`config.mk`:
```
export PLATFORM = sky130hd
export DESIGN_NAME = spike_window_monitor_flat
export DESIGN_NICKNAME = d
export VERILOG_FILES = /design/src/rtl/spike_window_monitor_pkg.sv /design/src/rtl/spike_window_monitor_if.sv /design/src/rtl/spike_window_monitor_rec_fifo.sv /design/src/rtl/spike_window_monitor.sv /design/src/flat_wrapper.sv
export SDC_FILE = /design/constraint.sdc
export NUM_CORES = 1
export LEC_CHECK = 0
export CORE_ASPECT_RATIO = 0.5
export CORE_MARGIN = 4
export CORE_UTILIZATION = 55
export DETAILED_ROUTE_END_ITERATION = 8
export PLACE_DENSITY = 0.74
export REMOVE_ABC_BUFFERS = 1
export SYNTH_ARGS = -nofsm -noshare
export SYNTH_HDL_FRONTEND = slang
export SYNTH_SLANG_ARGS = --single-unit
```
`constraint.sdc`:
```
create_clock -name clk -period 5.1 [get_ports clk]
set_clock_uncertainty 0.05 [all_clocks]
set_input_delay 0.765 -clock clk [delete_from_list [all_inputs] [get_ports clk]]
set_output_delay 0.765 -clock clk [all_outputs]
set_load 0.1 [all_outputs]
```
`src/rtl/spike_window_monitor_pkg.sv`:
```
// Shared defaults and record layout for the spike window monitor.
package spike_window_monitor_pkg;

    // Default widths and record FIFO depth.
    localparam int WIN_W_DEF = 8;
    localparam int CNT_W_DEF = 8;
    localparam int ISI_W_DEF = 8;
    localparam int DEPTH_DEF = 4;

    // All-ones ISI means "no completed interval in this window".
    localparam logic [ISI_W_DEF-1:0] ISI_NONE = '1;

    // One closed-window record at the default widths: {count, isi_min}.
    typedef struct packed {
        logic [CNT_W_DEF-1:0] count;
        logic [ISI_W_DEF-1:0] isi_min;
    } rec_t;

endpackage

```
`src/rtl/spike_window_monitor_if.sv`:
```
// Record readout handshake: the monitor drives a record, the consumer accepts it.
interface spike_window_monitor_if
    import spike_window_monitor_pkg::*;
#(
    parameter int CNT_W = CNT_W_DEF,
    parameter int ISI_W = ISI_W_DEF
);
    logic             rec_valid;
    logic             rec_ready;
    logic [CNT_W-1:0] rec_count;
    logic [ISI_W-1:0] rec_isi_min;

    // Record source (the monitor).
    modport master (
        output rec_valid,
        output rec_count,
        output rec_isi_min,
        input  rec_ready
    );

    // Record consumer.
    modport slave (
        input  rec_valid,
        input  rec_count,
        input  rec_isi_min,
        output rec_ready
    );
endinterface

```
`src/rtl/spike_window_monitor_rec_fifo.sv`:
```
// First-word fall-through record FIFO with level and drop-on-full reporting.
// Storage is cleared by reset so the head reads zero while empty.
module rec_fifo
    import spike_window_monitor_pkg::*;
#(
    parameter int DATA_W = CNT_W_DEF + ISI_W_DEF,
    parameter int DEPTH  = DEPTH_DEF
) (
    input  logic                     clk,
    input  logic                     reset,
    input  logic                     i_push,
    input  logic [DATA_W-1:0]        i_data,
    input  logic                     i_pop,
    output logic [DATA_W-1:0]        o_head,
    output logic                     o_empty,
    output logic [$clog2(DEPTH):0]   o_level,
    output logic                     o_drop
);
    localparam int AW = $clog2(DEPTH);
    localparam logic [AW:0] FULL_LVL = (AW+1)'(DEPTH);

    logic [DATA_W-1:0] r_mem [DEPTH];
    logic [AW-1:0]     r_wr_ptr;
    logic [AW-1:0]     r_rd_ptr;
    logic [AW:0]       r_level;

    logic w_full;
    logic w_pop;
    logic w_push_ok;

    assign w_full    = (r_level == FULL_LVL);
    assign o_empty   = (r_level == '0);
    assign w_pop     = i_pop && !o_empty;
    // A pop in the same cycle frees the slot, so a full FIFO still takes the push.
    assign w_push_ok = i_push && (!w_full || w_pop);
    assign o_drop    = i_push && w_full && !w_pop;
    assign o_head    = r_mem[r_rd_ptr];
    assign o_level   = r_level;

    // Record storage; written at the tail on an accepted push.
    always_ff @(posedge clk or posedge reset) begin
        if (reset) begin
            for (int i = 0; i < DEPTH; i++) begin
                r_mem[i] <= '0;
            end
        end else if (w_push_ok) begin
            r_mem[r_wr_ptr] <= i_data;
        end
    end

    // Pointers (wrap naturally, DEPTH is a power of two) and fill level.
    always_ff @(posedge clk or posedge reset) begin
        if (reset) begin
            r_wr_ptr <= '0;
            r_rd_ptr <= '0;
            r_level  <= '0;
        end else begin
            if (w_push_ok) begin
                r_wr_ptr <= r_wr_ptr + AW'(1);
            end
            if (w_pop) begin
                r_rd_ptr <= r_rd_ptr + AW'(1);
            end
            case ({w_push_ok, w_pop})
                2'b10:   r_level <= r_level + (AW+1)'(1);
                2'b01:   r_level <= r_level - (AW+1)'(1);
                default: r_level <= r_level;
            endcase
        end
    end

endmodule

```
`src/rtl/spike_window_monitor.sv`:
```
// Rate/timing readout for a spiking neuron: per programmable window it counts
// spikes and tracks the minimum inter-spike interval, then queues one record
// per closed window for a valid/ready consumer.
module spike_window_monitor
    import spike_window_monitor_pkg::*;
#(
    parameter int WIN_W = WIN_W_DEF,
    parameter int CNT_W = CNT_W_DEF,
    parameter int ISI_W = ISI_W_DEF,
    parameter int DEPTH = DEPTH_DEF
) (
    input  logic                   clk,
    input  logic                   reset,
    input  logic                   en,
    input  logic                   spike_in,
    input  logic [WIN_W-1:0]       window_len,
    spike_window_monitor_if.master rec,
    output logic [$clog2(DEPTH):0] fifo_level,
    output logic                   overflow,
    input  logic                   clr_ovf
);
    localparam int REC_W = CNT_W + ISI_W;
    localparam logic [ISI_W-1:0] ISI_NO_IVL = '1;

    // Saturating increment of the spike count.
    function automatic logic [CNT_W-1:0] sat_inc_cnt(input logic [CNT_W-1:0] v);
        return (v == '1) ? v : v + CNT_W'(1);
    endfunction

    // Saturating increment of an interval value; all-ones is sticky.
    function automatic logic [ISI_W-1:0] sat_inc_isi(input logic [ISI_W-1:0] v);
        return (v == '1) ? v : v + ISI_W'(1);
    endfunction

    function automatic logic [ISI_W-1:0] min_isi(input logic [ISI_W-1:0] a,
                                                 input logic [ISI_W-1:0] b);
        return (b < a) ? b : a;
    endfunction

    logic [WIN_W-1:0] r_win_cnt;
    logic [WIN_W-1:0] r_win_len_q;
    logic [CNT_W-1:0] r_spk_cnt;
    logic [ISI_W-1:0] r_isi_min;
    logic [ISI_W-1:0] r_isi_cnt;
    logic             r_have_prev;
    logic             r_overflow;

    logic             w_first;
    logic [WIN_W-1:0] w_len_in;
    logic [WIN_W-1:0] w_len;
    logic             w_close;
    logic             w_spike;
    logic [CNT_W-1:0] w_cnt_nxt;
    logic [ISI_W-1:0] w_ivl;
    logic [ISI_W-1:0] w_min_nxt;
    logic [REC_W-1:0] w_head;
    logic             w_empty;
    logic             w_drop;
    logic             w_pop;

    // The first cycle of a window has no latched length yet, so it looks at
    // the live input; later cycles use the length captured on that cycle.
    assign w_first  = (r_win_cnt == '0);
    assign w_len_in = (window_len == '0) ? WIN_W'(1) : window_len;
    assign w_len    = w_first ? w_len_in : r_win_len_q;
    assign w_close  = en && (r_win_cnt == (w_len - WIN_W'(1)));
    assign w_spike  = en && spike_in;

    // The closing cycle's own spike and interval belong to the record.
    assign w_cnt_nxt = w_spike ? sat_inc_cnt(r_spk_cnt) : r_spk_cnt;
    assign w_ivl     = sat_inc_isi(r_isi_cnt);
    assign w_min_nxt = (w_spike && r_have_prev) ? min_isi(r_isi_min, w_ivl) : r_isi_min;

    // Window position, captured length and per-window accumulators.
    always_ff @(posedge clk or posedge reset) begin
        if (reset) begin
            r_win_cnt   <= '0;
            r_win_len_q <= '0;
            r_spk_cnt   <= '0;
            r_isi_min   <= ISI_NO_IVL;
        end else if (en) begin
            if (w_first) begin
                r_win_len_q <= w_len_in;
            end
            if (w_close) begin
                r_win_cnt <= '0;
                r_spk_cnt <= '0;
                r_isi_min <= ISI_NO_IVL;
            end else begin
                r_win_cnt <= r_win_cnt + WIN_W'(1);
                r_spk_cnt <= w_cnt_nxt;
                r_isi_min <= w_min_nxt;
            end
        end
    end

    // Interval timer runs across window boundaries; it only restarts on a spike.
    always_ff @(posedge clk or posedge reset) begin
        if (reset) begin
            r_isi_cnt   <= '0;
            r_have_prev <= 1'b0;
        end else if (en) begin
            if (spike_in) begin
                r_isi_cnt   <= '0;
                r_have_prev <= 1'b1;
            end else begin
                r_isi_cnt   <= sat_inc_isi(r_isi_cnt);
            end
        end
    end

    assign w_pop = !w_empty && rec.rec_ready;

    rec_fifo #(
        .DATA_W (REC_W),
        .DEPTH  (DEPTH)
    ) u_rec_fifo (
        .clk     (clk),
        .reset   (reset),
        .i_push  (w_close),
        .i_data  ({w_cnt_nxt, w_min_nxt}),
        .i_pop   (w_pop),
        .o_head  (w_head),
        .o_empty (w_empty),
        .o_level (fifo_level),
        .o_drop  (w_drop)
    );

    // Sticky drop flag; a new drop wins over a clear in the same cycle.
    always_ff @(posedge clk or posedge reset) begin
        if (reset) begin
            r_overflow <= 1'b0;
        end else if (w_drop) begin
            r_overflow <= 1'b1;
        end else if (clr_ovf) begin
            r_overflow <= 1'b0;
        end
    end

    assign overflow        = r_overflow;
    assign rec.rec_valid   = !w_empty;
    assign rec.rec_count   = w_head[ISI_W +: CNT_W];
    assign rec.rec_isi_min = w_head[ISI_W-1:0];

endmodule

```
`src/flat_wrapper.sv`:
```
// flat-port wrapper written by rule: the top's interface ports become plain ports
module spike_window_monitor_flat import spike_window_monitor_pkg::*;
#(
    parameter int WIN_W = WIN_W_DEF,
    parameter int CNT_W = CNT_W_DEF,
    parameter int ISI_W = ISI_W_DEF,
    parameter int DEPTH = DEPTH_DEF
)
  (clk, reset, en, spike_in, window_len, fifo_level, overflow, clr_ovf, rec_rec_valid, rec_rec_count, rec_rec_isi_min, rec_rec_ready);
  spike_window_monitor_if #(.CNT_W(CNT_W), .ISI_W(ISI_W)) rec_i ();
  input  logic clk;
  input  logic reset;
  input  logic en;
  input  logic spike_in;
  input  logic [WIN_W-1:0] window_len;
  output logic [$clog2(DEPTH):0] fifo_level;
  output logic overflow;
  input  logic clr_ovf;
  output wire logic [$bits(rec_i.rec_valid)-1:0] rec_rec_valid;
  output wire logic [$bits(rec_i.rec_count)-1:0] rec_rec_count;
  output wire logic [$bits(rec_i.rec_isi_min)-1:0] rec_rec_isi_min;
  input wire logic [$bits(rec_i.rec_ready)-1:0] rec_rec_ready;
  assign rec_rec_valid = rec_i.rec_valid;
  assign rec_rec_count = rec_i.rec_count;
  assign rec_rec_isi_min = rec_i.rec_isi_min;
  assign rec_i.rec_ready = rec_rec_ready;
  spike_window_monitor #(.WIN_W(WIN_W), .CNT_W(CNT_W), .ISI_W(ISI_W), .DEPTH(DEPTH)) u_core (.clk(clk), .reset(reset), .en(en), .spike_in(spike_in), .window_len(window_len), .rec(rec_i), .fifo_level(fifo_level), .overflow(overflow), .clr_ovf(clr_ovf));
endmodule
```
==> results of run 1 <==
## cells by family after synthesis
logic type | Yosys count | synth area share
compound gates | 49 | 0.05408
xor+xnor | 27 | 0.03980
fa+ha+maj | 18 | 0.03796
buf+inv | 51 | 0.03877
flops | 113 | 0.4629
mux | 101 | 0.2373
simple gates | 127 | 0.1292
## cell type report
| cell class | instances | area [um^2] | area share |
|---|---|---|---|
| multi-input cells | 322 | 3055 | 0.4243 |
| flip-flops and latches | 113 | 2838 | 0.3940 |
| repair buffers | 47 | 437.9 | 0.06081 |
| well taps | 140 | 175.2 | 0.02432 |
| clock buffers | 20 | 446.7 | 0.06202 |
| inverters | 30 | 115.1 | 0.01598 |
| clock inverters | 12 | 133.9 | 0.01859 |
## state kept, by name, summed over array words and instances, names as in the netlist, 2 cells and up
signal	cells
u_core.r_win_len_q	8
u_core.r_isi_min	8
u_core.u_rec_fifo.r_wr_ptr	2
u_core.u_rec_fifo.o_level	3
u_core.u_rec_fifo.r_mem	64
u_core.u_rec_fifo.r_rd_ptr	2
u_core.r_win_cnt	8
u_core.r_spk_cnt	8
u_core.r_isi_cnt	8
## synth_stat cells (9+ instances only)
| library cell | instances | area, um^2 |
|---|---|---|
| sky130_fd_sc_hd__dfrtp_1 | 105 | 2628 |
| sky130_fd_sc_hd__mux2_4 | 40 | 600.6 |
| sky130_fd_sc_hd__mux2_2 | 35 | 394.1 |
| sky130_fd_sc_hd__inv_1 | 30 | 112.6 |
| sky130_fd_sc_hd__nor2_1 | 19 | 71.32 |
| sky130_fd_sc_hd__ha_1 | 17 | 212.7 |
| sky130_fd_sc_hd__nand2_1 | 17 | 63.81 |
| sky130_fd_sc_hd__nand3_1 | 17 | 85.08 |
| sky130_fd_sc_hd__mux4_2 | 16 | 360.4 |
| sky130_fd_sc_hd__clkbuf_1 | 13 | 48.80 |
| sky130_fd_sc_hd__xnor2_1 | 13 | 113.9 |
| sky130_fd_sc_hd__xor2_1 | 13 | 113.9 |
| sky130_fd_sc_hd__a21oi_1 | 12 | 60.06 |
| sky130_fd_sc_hd__nor2b_1 | 12 | 75.07 |
| sky130_fd_sc_hd__mux2i_1 | 10 | 100.1 |
| sky130_fd_sc_hd__o22ai_1 | 10 | 62.56 |
| sky130_fd_sc_hd__o21ai_0 | 9 | 45.04 |
| sky130_fd_sc_hd__or2_2 | 9 | 56.30 |
## critical path, cell delays in order, from the launching register on
cell                        delay (ns)
sky130_fd_sc_hd__dfrtp_1          0.42
sky130_fd_sc_hd__inv_1            0.14
sky130_fd_sc_hd__ha_1             0.17
sky130_fd_sc_hd__or4b_4           0.52
sky130_fd_sc_hd__a2111oi_4        0.34
sky130_fd_sc_hd__nor2_2           0.06
sky130_fd_sc_hd__inv_1            0.06
sky130_fd_sc_hd__ha_1             0.21
sky130_fd_sc_hd__nor3b_1          0.25
sky130_fd_sc_hd__xor2_1           0.22
sky130_fd_sc_hd__a221oi_1         0.11
sky130_fd_sc_hd__or4_1            0.54
sky130_fd_sc_hd__or4_1            0.50
sky130_fd_sc_hd__ha_1             0.22
sky130_fd_sc_hd__inv_1            0.08
sky130_fd_sc_hd__fa_1             0.17
sky130_fd_sc_hd__xor2_1           0.16
sky130_fd_sc_hd__nor2_1           0.07
sky130_fd_sc_hd__xor2_1           0.14
## per-layer routing
metal,up-vias,global-route usage
met5,-,0
met4,0,0.07897
met3,21,0.05102
met2,65,0.3570
met1,1990,0.2800
li1,1845,-
## power breakdown
part	internal [mW]	switching [mW]	leakage, nW
Sequential	1.12	0.235	1.48
Combinational	0.588	0.862	1.43
Clock	0.731	0.423	0.269
Total	2.44	1.52	3.18
## per-stage QoR
stage | area [um^2] | total power, mW | utilization
after global routing | 7202 | 4.197 | 0.6833
final | 7202 | 3.962 | 0.6833
after detailed placement | 6621 | 2.809 | 0.6282
after global placement | 6621 | 2.780 | 0.6282
after CTS | 7202 | 3.984 | 0.6833
after floorplan | 6006 | 2.452 | -
## how the worst max path moves through the flow
stage	slack (ns)	to	cells past startpoint	start
floorplan	0.36	u_core.u_rec_fifo.o_level[2]	17	window_len[1]
global placement	0.34	u_core.u_rec_fifo.o_level[2]	19	window_len[2]
detailed placement	0.28	u_core.u_rec_fifo.o_level[2]	18	window_len[2]
CTS	0.57	u_core.u_rec_fifo.o_level[2]	18	u_core.r_win_cnt[0]
global route	0.19	u_core.u_rec_fifo.o_level[2]	19	u_core.r_win_cnt[0]
finish	0.56	u_core.u_rec_fifo.o_level[2]	18	u_core.r_win_cnt[0]
==> run summary, run 1 <==
==================================================================================================
Status                                                                                complete, no violations
Placeable core region                                                                 0.01054 mm^2
HPWL after DPL                                                                             8031 um
Reg2Reg Depth                                                                                   18
Gate count of the mapped netlist                                                               486
Wire length per cell                                                                      18.10 um
Starting Density                                                                            0.5817
Most frequent cells in the layout                                                     sky130_fd_sc_hd__dfrtp_1, sky130_fd_sc_hd__mux2_4, sky130_fd_sc_hd__mux2_2
H-Tree Level Count                                                                               4
Clock period minus worst slack                                                            4.542 ns
Power per cell area                                                                   550.1 mW/mm^2
Number of register bits inferred by synthesis                                                  113
Mean post-synth cell area                                                               12.61 um^2
Post-route non-filler standard cell count                                                      684
Amount of wire on met2 after detailed routing                                              5999 um
First-iteration detailed-routing DRC count                                                     166
Max Fclk                                                                                 220.2 MHz
Hold depth                                                                                       1
Wire length on met1                                                                        5750 um
Total vias in the final route                                                                3,921
Post-route fraction of the period consumed by the critical path                             0.8906
Maximum clock path buffer count                                                                  2
Final worst hold slack                                                                   0.4414 ns
Worst hold path type                                                                    reg -> reg
Antenna diode count                                                                              0
TritonCTS clock tree                                                                           yes
Worst setup SP type                                                                       register
Worst hold path startpoint                                                            u_core.r_have_prev
Area enclosed by the die boundary                                                     0.01300 mm^2
Transition time of the tightest slew-check pin                                            1.043 ns
Die Wd                                                                                    157.3 um
Share of the yosys chip area belonging to registers                                         0.4629
Root Driver                                                                           sky130_fd_sc_hd__clkbuf_16
Synthesis warning total                                                                          0
Total GRT Usage                                                                             0.2148
Startpoint of the lowest-slack register-to-register path                              u_core.r_win_cnt[0]
Height of the chip                                                                        82.66 um
Max-slew headroom                                                                           0.3046
Antenna violations before repair                                                                 0
Fillcell total                                                                                 777
Routability cong.                                                                           0.8818
Number of maximum-capacitance violations                                                         0
Total gr overflow                                                                                0
Type of destination of the critical path                                                  register
Number of buffers inserted by hold repair at cts                                                 0
Setup slack at placement                                                                 0.2831 ns
Total count of hold-check failures in the final report                                           0
Commonest non-fill, non-tap cell in the layout                                        sky130_fd_sc_hd__dfrtp_1
Maximum number of pins on one net before global-route repair                                    85
Post-CTS setup buffers                                                                           0
Prevailing post-synth register cell                                                   sky130_fd_sc_hd__dfrtp_1
Setup slack, reg-to-reg                                                                    0.56 ns
Wire length of the first global-routing pass                                             21,320 um
Capture point of the worst reg-to-reg path                                            u_core.u_rec_fifo.o_level[2]
Data required time of the worst path                                                       5.34 ns
Cts bufs inserted                                                                               17
Unrepaired setup endpoints after global routing                                              false
Clock transition time at the flip-flop clock pins of the worst setup and hold paths        0.06 ns
Lkg Pwr                                                                                   3.183 nW
Final-report max-slew violation count                                                            0
Vias in the first global route                                                               4,270
Worst Path Arrival                                                                         4.79 ns
Met3 wire length                                                                            447 um
Hold Crit Endpoint                                                                    u_core.r_have_prev
First-pass detailed-route iteration total                                                        4
Post-CTS sizing                                                                                  0
Clk Latency, worst-skew pair                                                               0.41 ns
Clock net sink count                                                                           113
Fraction of final layout cells with drive strength greater than 1                           0.3070
Routed WL                                                                                12,380 um
Post-synth EDFFs                                                                                 0
Largest fanout on the critical path                                                              5
Unique masters post-synth                                                                       55
Worst IR Drop VDD                                                                      0.0003636 V
Number of I/O port buffers                                                                      34
# IOs                                                                                           35
Async SR Flop Fraction                                                                       1.000
Setup violation total in the final timing report                                                 0
Post-layout worst setup margin                                                           0.5577 ns
Accumulated negative setup slack                                                              0 ns
Area of the mapped netlist                                                            0.006131 mm^2
Relative area change from synthesis to final layout                                         17.47%
Total number of nets in the final design                                                       563
Max layer used                                                                                met4
Startpoint-to-endpoint class of the critical path                                       reg -> reg
Inst Count DP                                                                                  652
Post-DR vias/cell                                                                            5.732
Number of design rule violations left after detail routing                                       0
Number of cell rows                                                                             26
Remaining antenna violation count                                                                0
==================================================================================================
No activity file was read; power rests on OpenSTA's default activity.
==> inputs of run 2 (changes only) <==
--- a/config.mk
+++ b/config.mk
@@ -7,9 +7,10 @@
 export LEC_CHECK = 0
 export CORE_ASPECT_RATIO = 0.5
 export CORE_MARGIN = 4
-export CORE_UTILIZATION = 55
+export CORE_UTILIZATION = 64
 export DETAILED_ROUTE_END_ITERATION = 8
-export PLACE_DENSITY = 0.74
+export DONT_BUFFER_PORTS = 1
+export PLACE_DENSITY = 0.8
 export REMOVE_ABC_BUFFERS = 1
 export SYNTH_ARGS = -nofsm -noshare
 export SYNTH_HDL_FRONTEND = slang
==> constraint.sdc (replaced) <==
create_clock -name clk -period 5.1 [get_ports clk]
set_clock_uncertainty 0.05 [all_clocks]
set_input_delay 0.765 -clock clk [delete_from_list [all_inputs] [get_ports clk]]
set_output_delay 0.765 -clock clk [all_outputs]
set_load 0.02 [all_outputs]
==> run summary, run 2 (same netlist as run 1, synthesis figures left out) <==
==================================================================================================
Antenna violations before repair                                                                 0   unchanged
Max Fclk                                                                                 219.5 MHz   was 220.2 MHz
Met3 Use GR                                                                                0.07067   was 0.05102
Worst Path Arrival                                                                         4.83 ns   was 4.79 ns
Most frequent cells in the layout                                                     sky130_fd_sc_hd__dfrtp_1, sky130_fd_sc_hd__mux2_4, sky130_fd_sc_hd__mux2_2   unchanged
Vias in the first global route                                                               4,248   was 4,270
Total gr overflow                                                                                0   unchanged
Data required time of the worst path                                                       5.38 ns   was 5.34 ns
Placeable core region                                                                 0.009009 mm^2   was 0.01054 mm^2
Unrepaired setup endpoints after global routing                                              false   unchanged
Met1 usage                                                                                  0.3322   was 0.2800
Worst setup SP type                                                                       register   unchanged
Most used routing layer in global routing                                                     met2   unchanged
Met2 Track Usage GR                                                                         0.4089   was 0.3570
Number of buffers inserted by hold repair at cts                                                 0   unchanged
Transition time of the tightest slew-check pin                                           0.8937 ns   was 1.043 ns
Height of the chip                                                                        77.21 um   was 82.66 um
Critical path buffers and inverters                                                              3   unchanged
Maximum clock path buffer count                                                                  2   unchanged
Post-CTS setup buffers                                                                           0   unchanged
Setup violation total in the final timing report                                                 0   unchanged
Die Wd                                                                                    146.4 um   was 157.3 um
Maximum number of pins on one net before global-route repair                                    61   was 85
Worst hold path type                                                                   in -> async   was reg -> reg
Crit-path cells                                                                       inv_1 > ha_1 > or4b_4 > a2111oi_4 > nor2_2 > inv_1 > ha_1 > nor3b_1 > xor2_1 > nor3_1 > a221oi_1 > or4_1 > or4_1 > ha_1 > inv_1 > fa_1 > o21ai_0   was inv_1 > ha_1 > or4b_4 > a2111oi_4 > nor2_2 > inv_1 > ha_1 > nor3b_1 > xor2_1 > a221oi_1 > or4_1 > or4_1 > ha_1 > inv_1 > fa_1 > xor2_1 > nor2_1 > xor2_1
Fraction of final layout cells with drive strength greater than 1                           0.3261   was 0.3070
Flip-flop count of the largest register, all copies and words added                             64   unchanged
Type of destination of the critical path                                                  register   unchanged
Final-report max-slew violation count                                                            0   unchanged
Wire length per cell                                                                      21.04 um   was 18.10 um
Number of cell rows                                                                             24   was 26
Cts bufs inserted                                                                               17   unchanged
Remaining antenna violation count                                                                0   unchanged
Wire length of the first global-routing pass                                             22,340 um   was 21,320 um
First-iteration detailed-routing DRC count                                                     196   was 166
# IOs                                                                                           35   unchanged
Post-DR vias/cell                                                                            6.207   was 5.732
Antenna diode count                                                                              0   unchanged
Status                                                                                complete, no violations   unchanged
Commonest non-fill, non-tap cell in the layout                                        sky130_fd_sc_hd__dfrtp_1   unchanged
Number of design rule violations left after detail routing                                       0   unchanged
Setup slack at placement                                                                 0.5460 ns   was 0.2831 ns
Total number of nets in the final design                                                       525   was 563
Post-CTS sizing                                                                                  0   unchanged
Clk Latency, worst-skew pair                                                               0.41 ns   about the same
Root Driver                                                                           sky130_fd_sc_hd__clkbuf_16   unchanged
Post-layout worst setup margin                                                           0.5451 ns   was 0.5577 ns
Total vias in the final route                                                                3,867   was 3,921
HPWL after DPL                                                                             8092 um   was 8031 um
Post-route fraction of the period consumed by the critical path                             0.8931   was 0.8906
Kind of cell adding the most delay to the critical path                               simple AND/OR/NAND/NOR gates   unchanged
Starting Density                                                                            0.6806   was 0.5817
Fillcell total                                                                                 564   was 777
TritonCTS clock tree                                                                           yes   unchanged
Total count of hold-check failures in the final report                                           0   unchanged
Routed WL                                                                                13,110 um   was 12,380 um
Number of maximum-capacitance violations                                                         0   unchanged
Relative area change from synthesis to final layout                                         10.61%   was 17.47%
Number of I/O port buffers                                                                       0   was 34
Total GRT Usage                                                                             0.2534   was 0.2148
Maximum single-stage delay on the critical path                                            0.53 ns   was 0.54 ns
Clock net sink count                                                                           113   unchanged
Lkg Pwr                                                                                   3.040 nW   was 3.183 nW
Accumulated negative setup slack                                                              0 ns   unchanged
Biggest register                                                                      u_core.u_rec_fifo.r_mem   unchanged
Clock period minus worst slack                                                            4.555 ns   was 4.542 ns
Max-slew headroom                                                                           0.4042   was 0.3046
Routability cong.                                                                           0.8986   was 0.8818
H-Tree Level Count                                                                               4   unchanged
Worst IR Drop VDD                                                                      0.0003433 V   was 0.0003636 V
Standard cell with the maximum stage delay on the critical path                       sky130_fd_sc_hd__or4_1   unchanged
Startpoint-to-endpoint class of the critical path                                       reg -> reg   unchanged
Largest fanout on the critical path                                                              5   unchanged
First-pass detailed-route iteration total                                                        5   was 4
Area enclosed by the die boundary                                                     0.01130 mm^2   was 0.01300 mm^2
Clock transition time at the flip-flop clock pins of the worst setup and hold paths        0.05 ns   was 0.06 ns
Power per cell area                                                                   538.9 mW/mm^2   was 550.1 mW/mm^2
==================================================================================================
-- run 2: cell type report --
cell class,instances,area [um^2],area share
clock buffer,17,425.4,0.06273
tap,117,146.4,0.02159
clock inverter,15,133.9,0.01974
multi-input combinational,322,3055,0.4506
timing repair buffer,9,67.56,0.009963
inverter,30,115.1,0.01697
sequential,113,2838,0.4185
-- run 2: final timing paths --
path	end	cells past startpoint	startpoint	slack, ns
worst max-delay path	u_core.u_rec_fifo.o_level[1]	17	u_core.r_win_cnt[0]	0.55
worst min-delay path	u_core.r_win_len_q[6]	1	reset	0.30
worst max register to register	u_core.u_rec_fifo.o_level[1]	17	u_core.r_win_cnt[0]	0.55
worst min register to register	u_core.r_have_prev	1	u_core.r_have_prev	0.42
max in group asynchronous	u_core.r_isi_cnt[6]	2	reset	3.55
min in group clk	u_core.r_isi_cnt[0]	1	spike_in	0.38
-- run 2: power by group --
group	switching, mW	internal (mW)
Clock	0.447	0.672
Combinational	0.642	0.511
Sequential	0.261	1.12
Total	1.35	2.31
-- run 2: worst register-to-register path: cells and delay by family (launching register included) --
family	cells	cell delay (ns)
simple gates	6	2.03
fa+ha+maj	4	1.02
compound gates	3	0.55
flops	1	0.40
buf+inv	3	0.28
xor+xnor	1	0.12
-- run 2: per-layer routing --
metal  vias up  routed length [um]
met5         -                   0
met4         0                 258
met3        29                 630
met2       103                6394
met1      1970                5826
li1       1765                   -
-- run 2: through the flow --
step                instances  power (mW)  utilization  cell area [um^2]  hold slack, ns
CTS                       623       3.666       0.7528              6782          0.3246
detailed placement        591       2.506       0.6907              6222          0.4014
global placement          591       2.453       0.6907              6222          0.3941
finish                    623       3.655       0.7528              6782          0.3004
global route              623       3.875       0.7528              6782          0.3619
floorplan                 465       2.235            -              6006          0.3755
